`src/rtl/slot_pkg.sv`:
```
// Shared definitions for the spin scoring slice: FSM state encoding,
// BCD digit type, conversion length and digit-pattern helpers.
package slot_pkg;

  // Scorer FSM: wait for spin end, run the BCD conversion, score the result
  typedef enum logic [1:0] {
    IDLE  = 2'd0,
    CONV  = 2'd1,
    SCORE = 2'd2
  } state_t;

  typedef logic [3:0] bcd_t;

  // One shift-add-3 step per input bit of the 10-bit spin value
  localparam int SPIN_W      = 10;
  localparam int CONV_CYCLES = SPIN_W;

  localparam bcd_t BCD_NINE = 4'd9;

  // All three digits equal (000 counts as a triple)
  function automatic logic is_triple(input bcd_t h, input bcd_t t, input bcd_t o);
    return (h == t) && (t == o);
  endfunction

  // Exactly two of the three digits equal
  function automatic logic is_pair(input bcd_t h, input bcd_t t, input bcd_t o);
    return !is_triple(h, t, o) && ((h == t) || (t == o) || (h == o));
  endfunction

endpackage

```
`src/rtl/spin_scorer_bin2bcd_seq.sv`:
```
// Sequential double-dabble converter: 10-bit binary to three BCD digits
// plus a thousands flag. A start pulse loads the value; one shift-add-3 step
// runs per cycle, and done pulses for one cycle after the last step. The
// digit outputs hold until the next start.
module bin2bcd_seq
  import slot_pkg::*;
(
  input  logic              clk,
  input  logic              rst,
  input  logic              i_start,
  input  logic [SPIN_W-1:0] i_bin,
  output logic              o_busy,
  output logic              o_done,
  output bcd_t              o_hund,
  output bcd_t              o_tens,
  output bcd_t              o_ones,
  output logic              o_thou
);

  logic [SPIN_W-1:0] r_bin;
  logic [15:0]       r_bcd;
  logic [3:0]        r_cnt;
  logic              r_busy;
  logic              r_done;
  logic [15:0]       w_adj;

  // Add 3 to every BCD nibble that would overflow past 9 when doubled
  always_comb begin
    w_adj = r_bcd;
    for (int i = 0; i < 4; i++) begin
      if (r_bcd[i*4 +: 4] >= 4'd5) begin
        w_adj[i*4 +: 4] = r_bcd[i*4 +: 4] + 4'd3;
      end
    end
  end

  // Load on start, then shift the binary MSB into the adjusted BCD vector
  always_ff @(posedge clk or posedge rst) begin
    if (rst) begin
      r_bin  <= '0;
      r_bcd  <= '0;
      r_cnt  <= '0;
      r_busy <= 1'b0;
      r_done <= 1'b0;
    end else begin
      r_done <= 1'b0;
      if (i_start) begin
        r_bin  <= i_bin;
        r_bcd  <= '0;
        r_cnt  <= '0;
        r_busy <= 1'b1;
      end else if (r_busy) begin
        r_bcd <= (w_adj << 1) | {15'd0, r_bin[SPIN_W-1]};
        r_bin <= r_bin << 1;
        r_cnt <= r_cnt + 4'd1;
        if (r_cnt == 4'(CONV_CYCLES - 1)) begin
          r_busy <= 1'b0;
          r_done <= 1'b1;
        end
      end
    end
  end

  assign o_busy = r_busy;
  assign o_done = r_done;
  assign o_thou = |r_bcd[15:12];
  assign o_hund = r_bcd[11:8];
  assign o_tens = r_bcd[7:4];
  assign o_ones = r_bcd[3:0];

endmodule

```
`src/rtl/spin_scorer.sv`:
```
// Spin scorer top: detects spin start/end from the spinner's pause line,
// converts the frozen spin value to BCD, scores it and keeps the credit
// balance. Optional feature macro: PAIR_PAYOUT_EN (pairs pay PAIR_PAY).
module spin_scorer
  import slot_pkg::*;
#(
  parameter int CW          = 8,
  parameter int INIT_CREDIT = 20,
  parameter int SPIN_COST   = 1,
  parameter int JACKPOT_PAY = 50,
  parameter int PAIR_PAY    = 2
) (
  input  logic              clk,
  input  logic              rst,
  input  logic [SPIN_W-1:0] spin_val,
  input  logic              pause,
  input  logic              won,
  output logic [3:0]        hund,
  output logic [3:0]        tens,
  output logic [3:0]        ones,
  output logic [CW-1:0]     credits,
  output logic              result_valid,
  output logic [CW-1:0]     payout,
  output logic              game_over,
  output logic              range_err,
  output logic              won_mismatch,
  output logic              overrun
);

  localparam logic [CW-1:0] COST    = CW'(SPIN_COST);
  localparam logic [CW-1:0] JACKPOT = CW'(JACKPOT_PAY);
`ifdef PAIR_PAYOUT_EN
  localparam logic [CW-1:0] PAIR_AMT = CW'(PAIR_PAY);
`else
  // Pairs pay nothing in this build
  localparam logic [CW-1:0] PAIR_AMT = CW'(0 * PAIR_PAY);
`endif
  localparam logic [CW+1:0] MAX_CRED = {2'b00, {CW{1'b1}}};

  state_t        r_state;
  state_t        w_nextState;
  logic          r_pauseD;
  logic          w_fall;
  logic          w_rise;
  logic          w_start;
  logic          w_fallPaid;
  logic          r_spinPaid;
  logic          r_paidLat;
  logic          r_wonLat;
  logic [CW-1:0] r_credits;
  logic [CW-1:0] r_payout;
  logic [3:0]    r_hund;
  logic [3:0]    r_tens;
  logic [3:0]    r_ones;
  logic          r_resultValid;
  logic          r_rangeErr;
  logic          r_wonMismatch;
  logic          r_overrun;

  logic          w_busy;
  logic          w_done;
  bcd_t          w_convHund;
  bcd_t          w_convTens;
  bcd_t          w_convOnes;
  logic          w_thou;

  bcd_t          w_scoreHund;
  bcd_t          w_scoreTens;
  bcd_t          w_scoreOnes;
  logic          w_triple;
  logic          w_pair;
  logic [CW-1:0] w_payout;
  logic [CW+1:0] w_creditSum;
  logic [CW-1:0] w_creditNext;

  assign w_fall     = r_pauseD & ~pause;
  assign w_rise     = ~r_pauseD & pause;
  assign w_start    = w_rise && (r_state == IDLE);
  assign w_fallPaid = w_fall && (r_credits >= COST);

  bin2bcd_seq u_bin2bcd (
    .clk     (clk),
    .rst     (rst),
    .i_start (w_start),
    .i_bin   (spin_val),
    .o_busy  (w_busy),
    .o_done  (w_done),
    .o_hund  (w_convHund),
    .o_tens  (w_convTens),
    .o_ones  (w_convOnes),
    .o_thou  (w_thou)
  );

  // FSM state register
  always_ff @(posedge clk or posedge rst) begin
    if (rst) begin
      r_state <= IDLE;
    end else begin
      r_state <= w_nextState;
    end
  end

  // Next state: start on spin end, leave CONV once the converter reports done
  always_comb begin
    w_nextState = r_state;
    case (r_state)
      IDLE:    if (w_rise) w_nextState = CONV;
      CONV:    if (w_done && !w_busy) w_nextState = SCORE;
      SCORE:   w_nextState = IDLE;
      default: w_nextState = IDLE;
    endcase
  end

  // Out-of-range values display as 999; classify the digit pattern and payout
  always_comb begin
    w_scoreHund = w_thou ? BCD_NINE : w_convHund;
    w_scoreTens = w_thou ? BCD_NINE : w_convTens;
    w_scoreOnes = w_thou ? BCD_NINE : w_convOnes;
    w_triple    = is_triple(w_scoreHund, w_scoreTens, w_scoreOnes);
    w_pair      = is_pair(w_scoreHund, w_scoreTens, w_scoreOnes);
    w_payout    = '0;
    if (r_paidLat && !w_thou) begin
      if (w_triple) begin
        w_payout = JACKPOT;
      end else if (w_pair) begin
        w_payout = PAIR_AMT;
      end
    end
  end

  // Combine spin-start deduction and score payout, saturating at the top
  always_comb begin
    w_creditSum = {2'b00, r_credits};
    if (w_fallPaid) begin
      w_creditSum = w_creditSum - {2'b00, COST};
    end
    if (r_state == SCORE) begin
      w_creditSum = w_creditSum + {2'b00, w_payout};
    end
    w_creditNext = (w_creditSum > MAX_CRED) ? {CW{1'b1}} : w_creditSum[CW-1:0];
  end

  // Pause edge history, credit balance and per-spin bookkeeping
  always_ff @(posedge clk or posedge rst) begin
    if (rst) begin
      r_pauseD   <= 1'b1;
      r_credits  <= CW'(INIT_CREDIT);
      r_spinPaid <= 1'b0;
      r_paidLat  <= 1'b0;
      r_wonLat   <= 1'b0;
      r_overrun  <= 1'b0;
    end else begin
      r_pauseD  <= pause;
      r_credits <= w_creditNext;
      if (w_fall) begin
        r_spinPaid <= w_fallPaid;
      end
      if (w_start) begin
        r_wonLat  <= won;
        r_paidLat <= r_spinPaid;
      end
      if (w_rise && (r_state != IDLE)) begin
        r_overrun <= 1'b1;
      end
    end
  end

  // Publish the scored result on the SCORE cycle
  always_ff @(posedge clk or posedge rst) begin
    if (rst) begin
      r_hund        <= '0;
      r_tens        <= '0;
      r_ones        <= '0;
      r_payout      <= '0;
      r_resultValid <= 1'b0;
      r_rangeErr    <= 1'b0;
      r_wonMismatch <= 1'b0;
    end else begin
      r_resultValid <= 1'b0;
      if (r_state == SCORE) begin
        r_hund        <= w_scoreHund;
        r_tens        <= w_scoreTens;
        r_ones        <= w_scoreOnes;
        r_payout      <= w_payout;
        r_resultValid <= 1'b1;
        r_rangeErr    <= w_thou;
        if (!w_thou && (r_wonLat != w_triple)) begin
          r_wonMismatch <= 1'b1;
        end
      end
    end
  end

  assign hund         = r_hund;
  assign tens         = r_tens;
  assign ones         = r_ones;
  assign credits      = r_credits;
  assign payout       = r_payout;
  assign result_valid = r_resultValid;
  assign range_err    = r_rangeErr;
  assign won_mismatch = r_wonMismatch;
  assign overrun      = r_overrun;
  assign game_over    = (r_credits < COST);

endmodule

```
`config.mk`:
```
export PLATFORM = sky130hd
export DESIGN_NAME = spin_scorer
export DESIGN_NICKNAME = d
export VERILOG_FILES = /design/src/rtl/slot_pkg.sv /design/src/rtl/spin_scorer_bin2bcd_seq.sv /design/src/rtl/spin_scorer.sv
export SDC_FILE = /design/constraint.sdc
export NUM_CORES = 1
export LEC_CHECK = 0
export CORE_ASPECT_RATIO = 0.8
export CORE_UTILIZATION = 35
export CTS_CLUSTER_SIZE = 16
export DETAILED_ROUTE_END_ITERATION = 12
export PLACE_DENSITY = 0.52
export SETUP_SLACK_MARGIN = 0.05
export SYNTH_ARGS = -nofsm -noshare
export SYNTH_HDL_FRONTEND = slang
export SYNTH_SLANG_ARGS = --single-unit
```
`constraint.sdc`:
```
create_clock -name clk -period 6.1 [get_ports clk]
set_input_delay 1.22 -clock clk [delete_from_list [all_inputs] [get_ports clk]]
set_output_delay 1.22 -clock clk [all_outputs]
set_load 0.1 [all_outputs]
```
* Word level (Yosys, flattened, before mapping)
Index checks and enable logic that the tools add are counted.
** Storage, ports and cells
- Register bits :: 70
** Operators by class
- Reductions and logical operators :: 15
- Multiplexer cells :: 28
- $lt $le $gt $ge :: 7
- Bitwise operators :: 5
- $add $sub $neg :: 7
- Eq/ne operators :: 8
** Operator list (number)
- $mux 10 :: 4
- $mux 16 :: 2
- $mux 4 :: 8
- $ge 4x3->1 const B :: 4
- $or 16x1->16 :: 1
- $add 4x2->4 const B :: 3
- $mux 6 :: 2
- $add 10x8->10 :: 1
- $gt 10x8->1 const B :: 1
- $sub 8x1->9 const B :: 1
- $eq 4x4->1 :: 2
- $ge 8x1->1 const B :: 1
- $lt 8x1->1 const B :: 1
- $mux 8 :: 1
- $logic_and 1x1->1 :: 7
- $mux 1 :: 7
- $add 4x1->4 const B :: 1
- $eq 4x4->1 const B :: 1
- $mux 2 :: 2
- $ne 2x2->1 const B :: 2
- $pmux 2 s2 :: 1
- $reduce_and 2->1 :: 2
- $reduce_bool 2->1 :: 2
- $reduce_or 4->1 :: 1
- other kinds (9) :: 12

* Logic depth before layout (Yosys ltp)
Gate-level depths: netlist (run 1).
- Depth after elaboration :: 10
- Depth in mapped cells :: 13
- Mapped depth without buffers :: 13

* By module
Synthesis (run 1) repeated with hierarchy kept, for this count alone.
** Second synthesis, totals
- Cells, all modules :: 399
- Area total of the unflattened synthesis :: 3761.1 sq um
** By module, submodules not included
- spin_scorer :: area an instance 1908.1 sq um, times used 1, cells an instance 209, seq. area each 779.5 sq um
- bin2bcd_seq :: area an instance 1853.0 sq um, times used 1, cells an instance 190, seq. area each 800.8 sq um

* Least setup slack after synthesis (run 1)
No wires, ideal clock.
- Kind :: reg-to-reg
- Start :: register r_credits[1], in the netlist credits[1]
- End :: register r_credits[5], in the netlist credits[5]
- Arrival :: 3701 ps
- Cell stages (with the launch flop) :: 14
- Required time :: 5959 ps
- Library setup time :: 141 ps
- Buffers on the path :: 0
- Setup slack :: 2258 ps
- Cell sequence :: dfrtp_1 > inv_1 > ha_1 > or4_1 > o21ai_1 > nor2_1 > xor2_1 > ha_1 > and2_1 > nand3_1 > o211ai_1 > nand4b_1 > o211ai_2 > o211ai_1
** Between the ends
- Cells in the longest elaborated chain, start to end :: 7
- Elaborated cells between the ends (all ways) :: 8
- Those cells by class :: 2 x add/sub; 2 x order compare; 3 x mux; 1 x reduce/logical
** RTL lines
- start, declared :: line spin_scorer.sv:50 : logic [CW-1:0] r_credits;
- start signal, assigned :: line spin_scorer.sv:147 : r_credits <= CW'(INIT_CREDIT);
- start signal, assigned :: line spin_scorer.sv:154 : r_credits <= w_creditNext;
- $ge 8x1->1 :: line spin_scorer.sv:79 : assign w_fallPaid = w_fall && (r_credits >= COST);
- $logic_and 1x1->1 :: line spin_scorer.sv:79
- $mux 10 * :: line spin_scorer.sv:134 : if (w_fallPaid) begin
- $add 10x8->10 :: line spin_scorer.sv:138 : w_creditSum = w_creditSum + {2'b00, w_payout};
- $mux 10 * :: line spin_scorer.sv:137 : if (r_state == SCORE) begin
- $gt 10x8->1 :: line spin_scorer.sv:140 : w_creditNext = (w_creditSum > MAX_CRED) ? {CW{1'b1}} : w_creditSum[CW-1:0];
- $mux 8 * :: line spin_scorer.sv:140
- named net w_creditNext[5] :: line spin_scorer.sv:74 : logic [CW-1:0] w_creditNext;
The timed path passes the listed nets; every way through them passes the cells marked *.
A chain may end at the register's enable or synchronous reset.

* Worst setup path in the final report (run 1)
- Start :: register r_credits[3], in the netlist credits[3]
- End :: output port game_over
** Between the ends
- Cells in the longest elaborated chain, start to end :: 1
** RTL lines
- $lt 8x1->1 :: line spin_scorer.sv:203 : assign game_over = (r_credits < COST);
- end, declared :: line spin_scorer.sv:24 : output logic game_over,
No other way between the ends.

==> flow_metrics.py, run 1 <==
metrics = {
    "detailed_routing": {
        "drt_iter0_drc": 180,
        "ant_nets": 0,
        "detail_route.vias_per_cell": 5.02,
        "via_count": 2609,
        "wirelength_um": 7300,
        "wl_per_cell_um": 14.0,
        "drc": 0,
        "first_pass_iters": 4,
    },
    "worst_setup_path": {
        "cp_slowest_cell": "clkdlybuf4s50_1",
        "ff2ff_setup_slack_ns": 2.59,
        "ff2ff_path_depth": 11,
        "critPathLaunchType": "register",
        "critPathArrivalTime_ns": 2.97,
        "max_stage_delay_ns": 1.12,
        "worst-path-buf-inv": 1,
        "rr_startpoint": "credits[3]",
        "startpoint": "credits[3]",
        "rr_endpoint": "credits[5]",
        "cpLargestDelayFamily": "buffers and inverters",
        "required_ns": 4.88,
        "worstSetupEndpointType": "output port",
        "path_max_fanout": 8,
        "criticalPathCategory": "reg2out",
        "crit_chain": "or4_1, nor2_1, and2_1, clkdlybuf4s50_1",
    },
    "pwr": {
        "p_per_area_nw_per_um2": 556,
        "ir_worst_vdd_mv": 0.228,
        "p_leak_nw": 1.92,
    },
    "global_route": {
        "grt_max_degree": 64,
        "gr-total-overflow": 0,
        "grt_pass1_wl_um": 12700,
        "track_usage": 0.156,
        "grt_pass1_vias": 2502,
        "antenna_found_initial": 0,
    },
    "sta": {
        "timing.hold.ws_ns": 0.482,
        "timing.fmax_ghz": 0.239,
        "hold_viol": 0,
        "fin_crit_sh": 0.686,
        "period_needed_ns": 4.19,
        "fin_skew_ns": 0.00811,
        "rsz0062_at_grt": "no",
        "worst_pin_slew_ns": 0.973,
        "finalSetupViolations": 0,
        "setup_tns_ns": 0,
        "max_slew_margin": 0.349,
        "drv_slew": 0,
    },
    "place": {
        "io_buffers": 41,
        "gp_congestion": 0.803,
        "hpwlAfterDp_um": 4970,
    },
    "final_layout": {
        "n_antenna_cell": 0,
        "syn_to_final_growth_pct": 23.1,
        "fin_util": 0.443,
        "layout.nets": 427,
        "drive_gt1_frac": 0.0823,
    },
    "floorplan": {
        "die-area_um2": 10300,
        "ioPinCount": 47,
        "initial_core_util": 0.360,
        "num_rows": 32,
        "core_area_um2": 9610,
        "die_height_um": 90.9,
        "die_w_um": 113,
    },
    "clock_network": {
        "cts_buffers": 9,
        "clk_pin_slew_ns": 0.05,
        "clock_sinks": 63,
        "clk_path_buf_depth": 2,
        "post_cts_resize_count": 0,
        "tritoncts": "yes",
        "root_buffer": "clkbuf_16",
        "cts-htree-levels": 3,
        "insertion_delay_ns": 0.32,
        "cts_setup_buffers": 0,
        "cts_hold_buf": 0,
    },
    "synthesis": {
        "synth_commonest_cells": "60 x dfrtp_1, 36 x nand2_1, 32 x nor2_1",
        "syn_area_per_cell_um2": 9.68,
        "synth_area_leaders": "dfrtp_1 43%, ha_1 6.2%, mux2i_1 4.6%",
        "ys.flop_type": "dfrtp_1",
        "yosys_warnings": 0,
        "ys_ff_latch": 63,
        "synth.most_common_cell": "dfrtp_1",
        "async_flop_share": 1.00,
        "synth_edf_count": 0,
        "yosys.area.top_type": "dfrtp_1",
        "synthMuxAreaShare": 0.0627,
        "yosys.area_share.simple": 0.180,
        "synth_xor_xnor_area_share": 0.0377,
        "synth_top_cell_area_share": 0.435,
        "syn_inst": 357,
        "synth_cell_types": 56,
        "seq_area_frac_synth": 0.457,
        "synth_top_family_by_area": "simple AND/OR/NAND/NOR gates",
        "synth_area_um2": 3450,
        "synth_compound_area_frac": 0.153,
        "yosys.area_share.adder": 0.0616,
    },
    "min_path": {
        "hold_path.class": "reg2reg",
        "worstHoldPathCells": 2,
        "hold_start": "r_spinPaid",
        "holdPathEnd": "r_spinPaid",
    },
    "flow_run": {
        "max-cap-violations": 0,
    },
    "run_status": {
        "outcome": "completed",
    },
}
power by group:
group / internal [mW] / switching (mW)
combinational: 0.382 / 0.743
sequential: 0.572 / 0.162
clock: 0.325 / 0.182
routing by layer:
metal  track usage  wire length (um)  up-vias
li1              -                 -     1318
met1         0.227              3890     1240
met2         0.226              3090       49
met3        0.0416               280        2
met4        0.0439                38        0
met5             0                 0        -
state kept, by name (all words and copies together), names as in the netlist, 2 cells and up:
| signal | flops |
|---|---|
| u_bin2bcd.r_bcd | 16 |
| r_state | 2 |
| tens | 4 |
| u_bin2bcd.r_cnt | 4 |
| hund | 4 |
| u_bin2bcd.r_bin | 10 |
| credits | 8 |
| ones | 4 |
worst max-delay path by stage:
| stage | cells after the start | endpoint | slack (ns) |
|---|---|---|---|
| final | 4 | game_over | 1.91 |
| after floorplan | 13 | credits[5] | 2.26 |
| after global placement | 12 | credits[5] | 1.94 |
| after CTS | 4 | game_over | 1.89 |
| after detailed placement | 12 | credits[5] | 1.75 |
| after global routing | 12 | credits[5] | 1.79 |
tightest hold or removal path, stage by stage, from the launching register on:
cell and delay [ns]:
dfrtp_1 0.34, nand2_1 0.05, nand2_1 0.06
kinds of logic after synthesis:
kind of cell / count (synthesis)
compound gates: 82
xor+xnor: 14
fa+ha+maj: 17
buf+inv: 36
flops: 63
mux: 20
other cells: 1
simple gates: 124
per-stage QoR:
stage	total power, mW	setup slack, ns	cells	instance area, um2
2_1_floorplan	1.61	2.26	361	3470
3_3_place_gp	1.85	1.94	504	3950
3_5_place_dp	1.87	1.75	504	3950
4_1_cts	2.39	1.89	520	4250
5_1_grt	2.54	1.79	520	4250
6_report	2.37	1.91	520	4250
cells in the final DEF (no fill, tap or decap), drive strengths merged, types with 2 or more instances in the layout:
cell and instances:
a21oi 20, and3 5, nor2 32, nand3b 2
conb 5, dfrtp 60, nand3 9, o22a 3
nor3 11, o31a 2, xor2 7, a21o 2
inv 15, or4 3, dfstp 3, clkinv 4
o22ai 2, and2 4, nor2b 2, a31oi 2
o31ai 3, buf 3, a22o 3, clkdlybuf4s50 41
o21ai 31, nand2b 8, xnor2 7, ha 17
nand2 36, clkbuf 10, clkinvlp 2, a211oi 4
o211ai 3, mux2i 17, nor3b 4, a31o 2
mux2 3
final cells by class:
cell class,count,area (um2)
Multi-Input combinational cell,262,1730
Timing Repair Buffer,44,433
Clock inverter,6,60.1
Clock buffer,10,239
Fill cell,930,5360
Inverter,16,60.1
Sequential cell,63,1580
Tap cell,119,149
(Power assumes the default switching activity.)
==> run 2: changes to the inputs <==
--- a/config.mk
+++ b/config.mk
@@ -9,7 +9,7 @@
 export CORE_UTILIZATION = 35
 export CTS_CLUSTER_SIZE = 16
 export DETAILED_ROUTE_END_ITERATION = 12
-export PLACE_DENSITY = 0.52
+export PLACE_DENSITY = 0.54
 export SETUP_SLACK_MARGIN = 0.05
 export SYNTH_ARGS = -nofsm -noshare
 export SYNTH_HDL_FRONTEND = slang
==> constraint.sdc (replaced) <==
create_clock -name clk -period 3.4 [get_ports clk]
set_input_delay 0.68 -clock clk [delete_from_list [all_inputs] [get_ports clk]]
set_output_delay 0.68 -clock clk [all_outputs]
set_load 0.1 [all_outputs]
==> run 2 against run 1 <==
Net effect:
- cell area rose by 3.3%
- clock skew barely moved
- utilization rose by 1.4 points
- register-to-register slack got worse by 2.3 ns
- worst setup slack got worse by 1.6 ns
- critical path type is now reg2reg
- critical endpoint is now credits[6]
- largest power group unchanged
==> flow_metrics.py, run 2 (same netlist as run 1, synthesis figures left out) <==
metrics = {
    "clock_network": {
        "root_buffer": "clkbuf_16",
        "insertion_delay_ns": 0.33,
        "tritoncts": "yes",
        "cts-htree-levels": 3,
        "cts_buffers": 9,
        "clk_path_buf_depth": 2,
        "clk_pin_slew_ns": 0.05,
        "clock_sinks": 63,
    },
    "worst_setup_path": {
        "criticalPathCategory": "reg2reg",
        "crit_chain": "ha_2, or4_1, o21ai_2, nor2_1, xor2_1, ha_1, and4b_1, o2111ai_1, o211ai_1, nand4b_1, buf_4, a211oi_1, a21oi_1",
        "worstSetupEndpointType": "register",
        "critPathArrivalTime_ns": 3.34,
        "path_max_fanout": 6,
        "critPathLaunchType": "register",
        "required_ns": 3.61,
        "max_stage_delay_ns": 0.48,
        "ff2ff_setup_slack_ns": 0.27,
        "cp_slowest_cell": "or4_1",
    },
    "place": {
        "gp_congestion": 0.818,
        "hpwlAfterDp_um": 5350,
        "io_buffers": 41,
    },
    "global_route": {
        "gr-total-overflow": 0,
        "antenna_found_initial": 0,
        "grt_pass1_vias": 2514,
        "track_usage": 0.164,
        "grt_max_degree": 46,
        "grt_pass1_wl_um": 12900,
    },
    "pwr": {
        "ir_worst_vdd_mv": 0.321,
        "p_total_mw": 4.34,
        "p_leak_nw": 2.05,
        "p_per_area_nw_per_um2": 987,
    },
    "run_status": {
        "outcome": "completed",
    },
    "flow_run": {
        "max-cap-violations": 0,
    },
    "floorplan": {
        "num_rows": 32,
        "ioPinCount": 47,
        "die_w_um": 113,
        "initial_core_util": 0.360,
        "die_height_um": 90.9,
        "core_area_um2": 9610,
        "die-area_um2": 10300,
    },
    "final_layout": {
        "n_antenna_cell": 0,
        "fin_util": 0.457,
        "layout.nets": 447,
        "largest_reg_flops": 16,
        "mostFrequentLayoutCells": "56 x dfrtp_1, 45 x buf_4, 36 x nand2_1, 32 x nor2_1, 22 x o21ai_0",
        "final_common_cell": "dfrtp_1",
        "drive_gt1_frac": 0.202,
        "syn_to_final_growth_pct": 27.1,
        "top_register": "u_bin2bcd.r_bcd",
    },
    "detailed_routing": {
        "drc": 0,
        "via_count": 2686,
        "wirelength_um": 7500,
        "wl_per_cell_um": 13.9,
        "ant_nets": 0,
        "detail_route.vias_per_cell": 4.97,
        "drt_iter0_drc": 117,
        "first_pass_iters": 4,
    },
    "sta": {
        "fin_crit_sh": 0.922,
        "finalSetupViolations": 0,
        "period_needed_ns": 3.13,
        "timing.fmax_ghz": 0.319,
        "drv_slew": 0,
        "rsz0062_at_grt": "no",
        "hold_viol": 0,
        "worst_pin_slew_ns": 0.970,
        "max_slew_margin": 0.351,
        "fin_skew_ns": 0.00800,
    },
    "min_path": {
        "hold_path.class": "reg2reg",
    },
}
run 2: changes by cell type in the layout (fill, tap and decap cells not counted), moves of 2 or more:
cell and change:
dfrtp_1 -4, clkdlybuf4s50_1 -23, buf_4 +42, dfrtp_2 +4, clkinvlp_4 -2, clkbuf_1 +2
run 2: worst paths after layout:
kind,from,depth (start not counted),end
min in group asynchronous,rst,2,overrun
min reg2reg,r_spinPaid,2,r_spinPaid
max,credits[0],13,credits[6]
max in group asynchronous,rst,3,credits[4]
min,r_spinPaid,2,r_spinPaid
max reg2reg,credits[0],13,credits[6]
run 2: layout make-up:
cell class,instances,area (um2)
clock buffers,12,246
clock inverters,4,45.0
fillers,927,5220
inverters,16,60.1
multi-input cells,262,1770
flip-flops and latches,63,1590
well taps,119,149
repair buffers,64,538
run 2: repair_timing:
action                                 in CTS  in global routing
endpoints found under the hold margin       0                  0
resized for setup                           0                  6
hold buffers                                0                  0
setup endpoints to repair                   0                  7
buffers inserted                            0                  2
run 2: stage by stage:
step | setup slack, ns | instance area [um2] | TNS [ns] | cells | hold slack (ns)
6_report | 0.266 | 4390 | 0 | 540 | 0.475
5_1_grt | 0.0364 | 4390 | 0 | 540 | 0.497
4_1_cts | 0.181 | 4350 | 0 | 538 | 0.480
3_5_place_dp | -0.0388 | 4060 | -0.0780 | 522 | 0.465
3_3_place_gp | 0.00366 | 4060 | 0 | 522 | 0.468
2_1_floorplan | 0.0385 | 3480 | 0 | 361 | 0.442
run 2: worst max-delay path: cells and delay by family (launching register included):
| kind | cells | cell delay [ns] |
|---|---|---|
| compound gates | 5 | 0.73 |
| fa+ha+maj | 2 | 0.54 |
| xor+xnor | 1 | 0.16 |
| simple gates | 4 | 0.96 |
| flops | 1 | 0.44 |
| buf+inv | 1 | 0.19 |
run 2: where the power goes:
group / switching (mW) / total, mW / internal [mW]
Clock: 0.315 / 0.898 / 0.583
Combinational: 1.36 / 2.11 / 0.749
Sequential: 0.298 / 1.33 / 1.03
Total: 1.97 / 4.34 / 2.36
run 2: routing by layer:
| layer | vias to the layer above | part of all wire | GRT usage |
|---|---|---|---|
| li1 | 1357 | - | - |
| met1 | 1266 | 0.54 | 0.234 |
| met2 | 55 | 0.41 | 0.230 |
| met5 | - | 0 | 0 |
| met4 | 0 | 0.016 | 0.0592 |
| met3 | 8 | 0.039 | 0.0510 |
==> run 3: changes to the inputs <==
--- a/config.mk
+++ b/config.mk
@@ -7,6 +7,8 @@
 export LEC_CHECK = 0
 export CORE_ASPECT_RATIO = 0.8
 export CORE_UTILIZATION = 35
+export CTS_BUF_LIST = sky130_fd_sc_hd__clkbuf_8
+export CTS_CLUSTER_DIAMETER = 150
 export CTS_CLUSTER_SIZE = 16
 export DETAILED_ROUTE_END_ITERATION = 12
 export PLACE_DENSITY = 0.54
==> run 3 against run 2 <==
Net effect:
- utilization shrank 1.1 points
- first-iteration DRC count grew 7.7%
- worst setup slack gained 0.0051 ns
- cell area shrank 2.3%
- clock power shrank 29%
- sequential power is essentially flat
- critical path type unchanged
- largest power group unchanged
==> flow_metrics.py, run 3 (same netlist as run 1, synthesis figures left out) <==
metrics = {
    "place": {
        "io_buffers": 41,
        "gp_congestion": 0.818,
        "dpl_worst_slack_ns": -0.0388,
        "place_area_um2": 4060,
        "placed_cells_incl_taps": 522,
        "hpwlAfterDp_um": 5350,
    },
    "detailed_routing": {
        "wl_per_cell_um": 13.8,
        "drc": 0,
        "via_count": 2687,
        "wirelength_um": 7460,
        "ant_nets": 0,
        "drt_iter0_drc": 126,
        "first_pass_iters": 4,
        "detail_route.vias_per_cell": 4.98,
    },
    "pwr": {
        "intPower_mw": 2.13,
        "power.share.sequential": 0.326,
        "ir_worst_vdd_mv": 0.283,
        "swShare": 0.478,
        "switching_power_mw": 1.94,
        "p_per_area_nw_per_um2": 949,
        "p_leak_nw": 2.01,
        "p_clk_frac": 0.156,
        "combPwrFrac": 0.518,
    },
    "final_layout": {
        "final_common_cell": "dfrtp_1",
        "drive_gt1_frac": 0.202,
        "layout.nets": 447,
        "syn_to_final_growth_pct": 24.2,
        "multi_input_area_um2": 1770,
        "top_register": "u_bin2bcd.r_bcd",
        "mostFrequentLayoutCells": "56 x dfrtp_1, 45 x buf_4, 36 x nand2_1, 32 x nor2_1, 22 x o21ai_0",
        "n_fill_cell": 942,
        "n_antenna_cell": 0,
        "stdcell_area_um2": 4290,
        "stdcell_count": 540,
        "register_area_um2": 1590,
        "largest_reg_flops": 16,
    },
    "sta": {
        "timing.fmax_ghz": 0.320,
        "worst_pin_slew_ns": 0.970,
        "period_needed_ns": 3.13,
        "max_slew_margin": 0.351,
        "finalSetupViolations": 0,
        "timing.hold.ws_ns": 0.475,
        "fin_skew_ns": 0.0105,
        "fin_crit_sh": 0.920,
        "drv_slew": 0,
        "rsz0062_at_grt": "no",
        "finalWorstSetupSlack_ns": 0.271,
        "hold_viol": 0,
    },
    "global_route": {
        "grt_pass1_vias": 2539,
        "grt_max_degree": 46,
        "gr-total-overflow": 0,
        "track_usage": 0.162,
        "grtUsageMet1": 0.232,
        "grt_use_met2": 0.230,
        "grt_pass1_wl_um": 12800,
        "antenna_found_initial": 0,
        "use_met3": 0.0470,
        "grt_busiest_layer": "met1",
    },
    "floorplan": {
        "num_rows": 32,
        "die_w_um": 113,
        "die-area_um2": 10300,
        "die_height_um": 90.9,
        "core_area_um2": 9610,
        "initial_core_util": 0.360,
        "ioPinCount": 47,
    },
    "clock_network": {
        "cts_hold_buf": 0,
        "tritoncts": "yes",
        "root_buffer": "clkbuf_8",
        "clk_pin_slew_ns": 0.07,
        "cts_buffers": 9,
        "insertion_delay_ns": 0.35,
        "cts-htree-levels": 3,
        "clk_path_buf_depth": 2,
        "clock_sinks": 63,
    },
    "min_path": {
        "hold_path.class": "reg2reg",
        "holdPathEnd": "r_spinPaid",
        "worstHoldPathCells": 2,
        "hold_start": "r_spinPaid",
    },
    "worst_setup_path": {
        "rr_startpoint": "credits[0]",
        "worstSetupEndpointType": "register",
        "crit_chain": "ha_2, or4_1, o21ai_2, nor2_1, xor2_1, ha_1, and4b_1, o2111ai_1, o211ai_1, nand4b_1, buf_4, a211oi_1, a21oi_1",
        "cp_slowest_cell": "or4_1",
        "critPathLaunchType": "register",
        "criticalPathCategory": "reg2reg",
        "max_stage_delay_ns": 0.48,
        "ff2ff_setup_slack_ns": 0.27,
        "worst-path-buf-inv": 1,
        "cpLargestDelayFamily": "simple AND/OR/NAND/NOR gates",
        "ff2ff_path_depth": 13,
        "path_max_fanout": 6,
        "required_ns": 3.63,
        "rr_endpoint": "credits[6]",
        "critPathArrivalTime_ns": 3.36,
    },
    "run_status": {
        "outcome": "completed",
    },
    "flow_run": {
        "max-cap-violations": 0,
    },
}
==> run 3: worst max path at each step <==
stage          startpoint          to  slack [ns]  cells after the start
3_5_place_dp        pause  credits[5]       -0.04                     12
4_1_cts        credits[1]  credits[5]        0.18                     13
3_3_place_gp        pause  credits[5]       0.004                     13
6_report       credits[0]  credits[6]        0.27                     13
5_1_grt        credits[0]  credits[6]        0.04                     15
2_1_floorplan  credits[1]  credits[5]        0.04                     13
==> run 3: worst register-to-register path, stage by stage (launching register included) <==
cell	delay, ns
dfrtp_2	0.45
ha_2	0.22
or4_1	0.48
o21ai_2	0.18
nor2_1	0.07
xor2_1	0.16
ha_1	0.32
and4b_1	0.20
o2111ai_1	0.10
o211ai_1	0.16
nand4b_1	0.20
buf_4	0.19
a211oi_1	0.23
a21oi_1	0.06
==> run 3: power by group through the flow <==
stage,logic [mW],registers (mW),clock network [mW]
global placement,2.07,1.34,0
floorplan,1.10,1.80,0
finish,2.11,1.33,0.635
global route,2.32,1.37,0.696
CTS,2.09,1.33,0.665
detailed placement,2.09,1.34,0
==> run 3: metrics by stage <==
step | util | power, mW | setup TNS (ns)
detailed placement | 0.422 | 3.43 | -0.0780
global placement | 0.422 | 3.41 | 0
finish | 0.446 | 4.07 | 0
global route | 0.446 | 4.39 | 0
CTS | 0.442 | 4.08 | 0
floorplan | - | 2.90 | 0
==> run 3: metal layers <==
metal  wire length, um  share of wire  vias up
li1                  -              -     1357
met1              3990           0.53     1258
met2              3050           0.41       63
met3               307          0.041        9
met4               121          0.016        0
met5                 0              0        -
==> run 3: what timing repair did <==
| action | CTS | global route |
|---|---|---|
| gates resized for setup | 0 | 6 |
| endpoints found under the setup margin | 0 | 7 |
| buffers inserted | 0 | 2 |
==> run 3: area by class of cell <==
type / instances / area share
clock inverters: 6 / 0.0122
flip-flops and latches: 63 / 0.369
multi-input cells: 262 / 0.412
well taps: 119 / 0.0347
inverters: 16 / 0.0140
repair buffers: 64 / 0.125
clock buffers: 10 / 0.0321
